### config.mk
export PLATFORM = sky130hd
export DESIGN_NAME = vga_scan_ctrl
export DESIGN_NICKNAME = d
export VERILOG_FILES = /design/src/rtl/vga_scan_ctrl.sv
export SDC_FILE = /design/constraint.sdc
export NUM_CORES = 1
export LEC_CHECK = 0
export CAP_MARGIN = 0
export CORE_MARGIN = 2
export CORE_UTILIZATION = 44
export CTS_CLUSTER_SIZE = 30
export DETAILED_ROUTE_END_ITERATION = 12
export GPL_TIMING_DRIVEN = 0
export PLACE_DENSITY_LB_ADDON = 0.1
export SYNTH_ARGS = -nofsm -noshare
export SYNTH_HDL_FRONTEND = slang
export SYNTH_SLANG_ARGS = --single-unit
### constraint.sdc
create_clock -name sysclk -period 1.9 [get_ports sysclk]
set_input_delay 0.285 -clock sysclk [delete_from_list [all_inputs] [get_ports sysclk]]
set_output_delay 0.285 -clock sysclk [all_outputs]
set_load 0.02 [all_outputs]
### src/rtl/vga_scan_ctrl.sv
// vga_scan_ctrl
//
// Raster scan controller for the VGA output path. Free-running horizontal and
// vertical counters form the pixel address handed to the GPU. The colour it
// returns, the sync pulses and the status strobes all pass through one output
// register stage, so every pin output lines up with the same count.
//
// Ports
//   sysclk        in   pixel clock, rising edge
//   reset         in   synchronous, active-high
//   display_data  in   [2:0] {R,G,B} from the GPU for the current display_addr
//   display_addr  out  [21:0] {h_cnt, v_cnt}, taken directly from the counters
//   vga_rgb       out  [2:0] registered colour, forced to 0 outside the visible area
//   hsync         out  registered horizontal sync, active level HSYNC_POL
//   vsync         out  registered vertical sync, active level VSYNC_POL
//   video_on      out  registered, high while vga_rgb carries a visible pixel
//   frame_start   out  registered one-cycle pulse, aligned with pixel (0,0) on vga_rgb
//   vblank        out  registered, high for lines v >= V_VISIBLE
//
// The H and V totals must each be no greater than 2048, because both
// counters are 11 bits wide.

module vga_scan_ctrl #(
    parameter int   H_VISIBLE = 800,
    parameter int   H_FRONT   = 56,
    parameter int   H_SYNC    = 120,
    parameter int   H_BACK    = 64,
    parameter int   V_VISIBLE = 600,
    parameter int   V_FRONT   = 37,
    parameter int   V_SYNC    = 6,
    parameter int   V_BACK    = 23,
    parameter logic HSYNC_POL = 1'b1,
    parameter logic VSYNC_POL = 1'b1
) (
    input  logic        sysclk,
    input  logic        reset,
    input  logic [2:0]  display_data,
    output logic [21:0] display_addr,
    output logic [2:0]  vga_rgb,
    output logic        hsync,
    output logic        vsync,
    output logic        video_on,
    output logic        frame_start,
    output logic        vblank
);

    localparam int H_TOTAL = H_VISIBLE + H_FRONT + H_SYNC + H_BACK;
    localparam int V_TOTAL = V_VISIBLE + V_FRONT + V_SYNC + V_BACK;

    localparam logic [10:0] H_LAST     = 11'(H_TOTAL - 1);
    localparam logic [10:0] V_LAST     = 11'(V_TOTAL - 1);
    localparam logic [10:0] H_VIS      = 11'(H_VISIBLE);
    localparam logic [10:0] V_VIS      = 11'(V_VISIBLE);
    localparam logic [10:0] H_SYNC_BEG = 11'(H_VISIBLE + H_FRONT);
    localparam logic [10:0] H_SYNC_END = 11'(H_VISIBLE + H_FRONT + H_SYNC - 1);
    localparam logic [10:0] V_SYNC_BEG = 11'(V_VISIBLE + V_FRONT);
    localparam logic [10:0] V_SYNC_END = 11'(V_VISIBLE + V_FRONT + V_SYNC - 1);

    logic [10:0] h_cnt_q, h_cnt_d;
    logic [10:0] v_cnt_q, v_cnt_d;

    logic [2:0]  rgb_q, rgb_d;
    logic        hsync_q, hsync_d;
    logic        vsync_q, vsync_d;
    logic        video_on_q, video_on_d;
    logic        frame_start_q, frame_start_d;
    logic        vblank_q, vblank_d;

    // Decode of the current count, before the output register.
    logic vis;
    logic hs;
    logic vs;
    logic fs;
    logic vb;

    always_comb begin
        h_cnt_d = h_cnt_q + 11'd1;
        v_cnt_d = v_cnt_q;
        // The vertical counter steps only on the horizontal wrap. At the last
        // count of the frame, both counters return to 0 in the same cycle.
        if (h_cnt_q == H_LAST) begin
            h_cnt_d = 11'd0;
            if (v_cnt_q == V_LAST) begin
                v_cnt_d = 11'd0;
            end else begin
                v_cnt_d = v_cnt_q + 11'd1;
            end
        end
    end

    always_comb begin
        vis = (h_cnt_q < H_VIS) && (v_cnt_q < V_VIS);
        hs  = (h_cnt_q >= H_SYNC_BEG) && (h_cnt_q <= H_SYNC_END);
        vs  = (v_cnt_q >= V_SYNC_BEG) && (v_cnt_q <= V_SYNC_END);
        fs  = (h_cnt_q == 11'd0) && (v_cnt_q == 11'd0);
        vb  = (v_cnt_q >= V_VIS);
    end

    always_comb begin
        // Blanking is applied here, so whatever the GPU returns outside the
        // visible area never reaches the pins.
        rgb_d         = vis ? display_data : 3'b000;
        hsync_d       = hs ? HSYNC_POL : ~HSYNC_POL;
        vsync_d       = vs ? VSYNC_POL : ~VSYNC_POL;
        video_on_d    = vis;
        frame_start_d = fs;
        vblank_d      = vb;
    end

    always_ff @(posedge sysclk) begin
        if (reset) begin
            h_cnt_q       <= 11'd0;
            v_cnt_q       <= 11'd0;
            rgb_q         <= 3'b000;
            hsync_q       <= ~HSYNC_POL;
            vsync_q       <= ~VSYNC_POL;
            video_on_q    <= 1'b0;
            frame_start_q <= 1'b0;
            vblank_q      <= 1'b0;
        end else begin
            h_cnt_q       <= h_cnt_d;
            v_cnt_q       <= v_cnt_d;
            rgb_q         <= rgb_d;
            hsync_q       <= hsync_d;
            vsync_q       <= vsync_d;
            video_on_q    <= video_on_d;
            frame_start_q <= frame_start_d;
            vblank_q      <= vblank_d;
        end
    end

    assign display_addr = {h_cnt_q, v_cnt_q};
    assign vga_rgb      = rgb_q;
    assign hsync        = hsync_q;
    assign vsync        = vsync_q;
    assign video_on     = video_on_q;
    assign frame_start  = frame_start_q;
    assign vblank       = vblank_q;

endmodule

==> flow_summary.json <==
{
  "period_needed_ns": 1.82,
  "syn_nets": 175,
  "fin_skew_ns": 0.0118,
  "crit_family": "buffers and inverters",
  "die_h_um": 61.5,
  "crit_buf_inv": 1,
  "power.share.sequential_pct": 52.8,
  "cp.required_ns": 1.62,
  "syn2layout_area_growth_pct": 38.3,
  "grtUsageTotal_pct": 20.9,
  "synthCells": 164,
  "ir_drop_mv": 0.476,
  "netlist_area_sq_um": 1450,
  "drive_above_1_share_pct": 17.1,
  "clock_latency_ns": 0.34,
  "drv_cap": 0,
  "grt_setup_unrepaired": "false",
  "root_buffer": "clkbuf_4",
  "first_global_vias": 1271,
  "tightest_slew_ns": 0.522,
  "slew_headroom_pct": 65.2,
  "power.net_switching_uw": 274,
  "hpwl_um": 2400,
  "first_iter_violations": 144,
  "finalSetupViolCount": 0,
  "clock_path_buffers": 2,
  "synth.distinct_cells": 39,
  "ys_async_sr_fraction_pct": 0,
  "criticalPathCategory": "reg -> out",
  "max_clock_freq_ghz": 0.549,
  "post-place-ws_ns": -0.0973,
  "ys_seq_area_share_pct": 41.3,
  "num_vias": 1380,
  "post-route-drc-count": 0,
  "final_cells": 254,
  "worst_slack_ns": 0.0785,
  "gp_congestion": 0.851,
  "fillers": 303,
  "dp_cells": 241,
  "hold_viol": 0,
  "port_buffers": 33,
  "hp-class": "in -> reg",
  "cp_slowest_cell": "clkdlybuf4s50_1",
  "cts_made_buffers": 5,
  "synth.avg_cell_area_sq_um": 8.87,
  "grt_pass1_wl_um": 5780,
  "worst_setup_path_start_kind": "flip-flop",
  "via_per_inst": 5.43,
  "antennaDiodeCount": 0,
  "p_clk_share_pct": 40.4,
  "sw_frac_of_total_pct": 22.3,
  "end_kind": "output pin",
  "drt_first_pass_iters": 4,
  "drt-total-wl_um": 3520,
  "grt_max_degree": 12,
  "antenna_found_initial": 0,
  "multiInputGateArea_sq_um": 843,
  "routedWlPerCell_um": 13.8,
  "yosysWarnings": 0,
  "cp.arrival_ns": 1.54,
  "fin_crit_sh_pct": 95.9,
  "clk_pin_slew_ns": 0.10,
  "ys_seq_elements": 30,
  "comb_power_share_pct": 6.8,
  "fin_tns_setup_ns": 0,
  "start_util_pct": 46.9,
  "crit_fanout": 9,
  "cpPeakStageDelay_ns": 0.67,
  "drv_slew": 0,
  "cts_tree": "done",
  "cellLeakagePower_uw": 0.000725,
  "final_cell_mix": "clkdlybuf4s50_1 (33), dfxtp_1 (24), nor2_1 (16)",
  "hold_slack_ns": 0.393,
  "regArea_sq_um": 613,
  "ant_nets": 0,
  "power.density_nw_per_um2": 610,
  "cts_sinks": 30,
  "worstPathCellList": "clkdlybuf4s50_1",
  "top_level_ports": 35,
  "die_area_sq_um": 3780,
  "synth_edf_count": 0,
  "final_net_count": 220,
  "synthFlopType": "dfxtp_1",
  "status": "complete, no violations",
  "rows": 20,
  "gr-total-overflow": 0,
  "die_x_um": 61.5,
  "internal_power_uw": 953,
  "mostFrequentLayoutCell": "clkdlybuf4s50_1",
  "h-tree-depth": 2,
  "core_sq_um": 3100
}
## logic make-up after synthesis
kind of cell / Yosys count / share of synthesized area [%]
AND/OR/NAND/NOR: 79 / 32.3
XOR/XNOR: 13 / 7.83
flip-flops: 30 / 41.3
AO/OA/AOI/OAI: 22 / 9.73
buffers and inverters: 14 / 3.70
adder cells (fa/ha/maj): 6 / 5.16
## registers in the layout, indices dropped and copies added (netlist names)
| register | flops |
|---|---|
| vblank | 1 |
| vga_rgb | 3 |
| vsync | 1 |
| v_cnt_q | 11 |
| frame_start | 1 |
| video_on | 1 |
| hsync | 1 |
| h_cnt_q | 11 |
## worst paths after layout
kind         slack, ns       start              end  cells after the start
max               0.08  v_cnt_q[3]  display_addr[3]                      1
min               0.39       reset       h_cnt_q[2]                      2
min reg2reg       0.47  h_cnt_q[0]       h_cnt_q[0]                      1
max reg2reg       0.12  v_cnt_q[1]       v_cnt_q[0]                      6
## through the flow
| step | area (sq um) | util [%] | power (uW) |
|---|---|---|---|
| floorplan | 1470 | - | 708 |
| global placement | 1850 | 59.7 | 745 |
| detailed placement | 1850 | 59.7 | 747 |
| CTS | 1970 | 63.3 | 1240 |
| global route | 2010 | 64.8 | 1270 |
| finish | 2010 | 64.8 | 1230 |
## synth_stat cells, types with 2 or more instances
cell | number | area, sq um
o21ai_0 | 4 | 20.0
xor2_1 | 9 | 78.8
nor3_1 | 3 | 15.0
nand2_1 | 9 | 33.8
xnor2_1 | 4 | 35.0
clkbuf_1 | 5 | 18.8
nand4_1 | 10 | 62.6
and4_1 | 2 | 17.5
and2_1 | 4 | 25.0
nor2_1 | 17 | 63.8
inv_1 | 8 | 30.0
dfxtp_1 | 30 | 601
nand3_1 | 9 | 45.0
or3_1 | 5 | 31.3
and3_2 | 2 | 15.0
o31ai_1 | 3 | 22.5
and3_1 | 4 | 25.0
or4_1 | 3 | 22.5
a21oi_1 | 8 | 40.0
ha_1 | 6 | 75.1
## power groups by stage
stage	clock (uW)	sequential [uW]	combinational, uW
after CTS	503	650	85.0
after detailed placement	0	665	81.4
after global placement	0	664	80.4
after floorplan	0	679	28.3
final	496	647	84.0
after global routing	531	650	93.1
## cell type report
class | count | area share [%]
Tap cell | 44 | 2.74
Timing Repair Buffer | 39 | 18.7
Sequential cell | 30 | 30.5
Multi-Input combinational cell | 121 | 41.9
Buffer | 4 | 0.809
Inverter | 8 | 1.49
Clock inverter | 3 | 1.99
Clock buffer | 5 | 1.87
## worst register-to-register path: cells and delay by family, from the launching register on
| kind | cells | cell delay, ns |
|---|---|---|
| and+or+nand+nor | 3 | 0.86 |
| DFF | 1 | 0.37 |
| AOI/OAI and AO/OA | 1 | 0.22 |
| adders and majority gates | 1 | 0.16 |
| buffers and inverters | 1 | 0.06 |
## layer usage
layer / GRT usage, % / share of wire, % / vias up
li1: - / - / 684
met5: 0 / 0 / -
met3: 5.88 / 7.2 / 6
met1: 28.6 / 45 / 637
met4: 6.38 / 1.0 / 0
met2: 32.0 / 47 / 53
## what timing repair did
action / CTS / global route
hold buffers: 0 / 0
resized for setup: 3 / 10
pin swaps: 2 / 4
setup endpoints to repair: 10 / 12
buffers inserted: 2 / 4
gates cloned: 1 / 0
No activity file was read; power rests on OpenSTA's default activity.
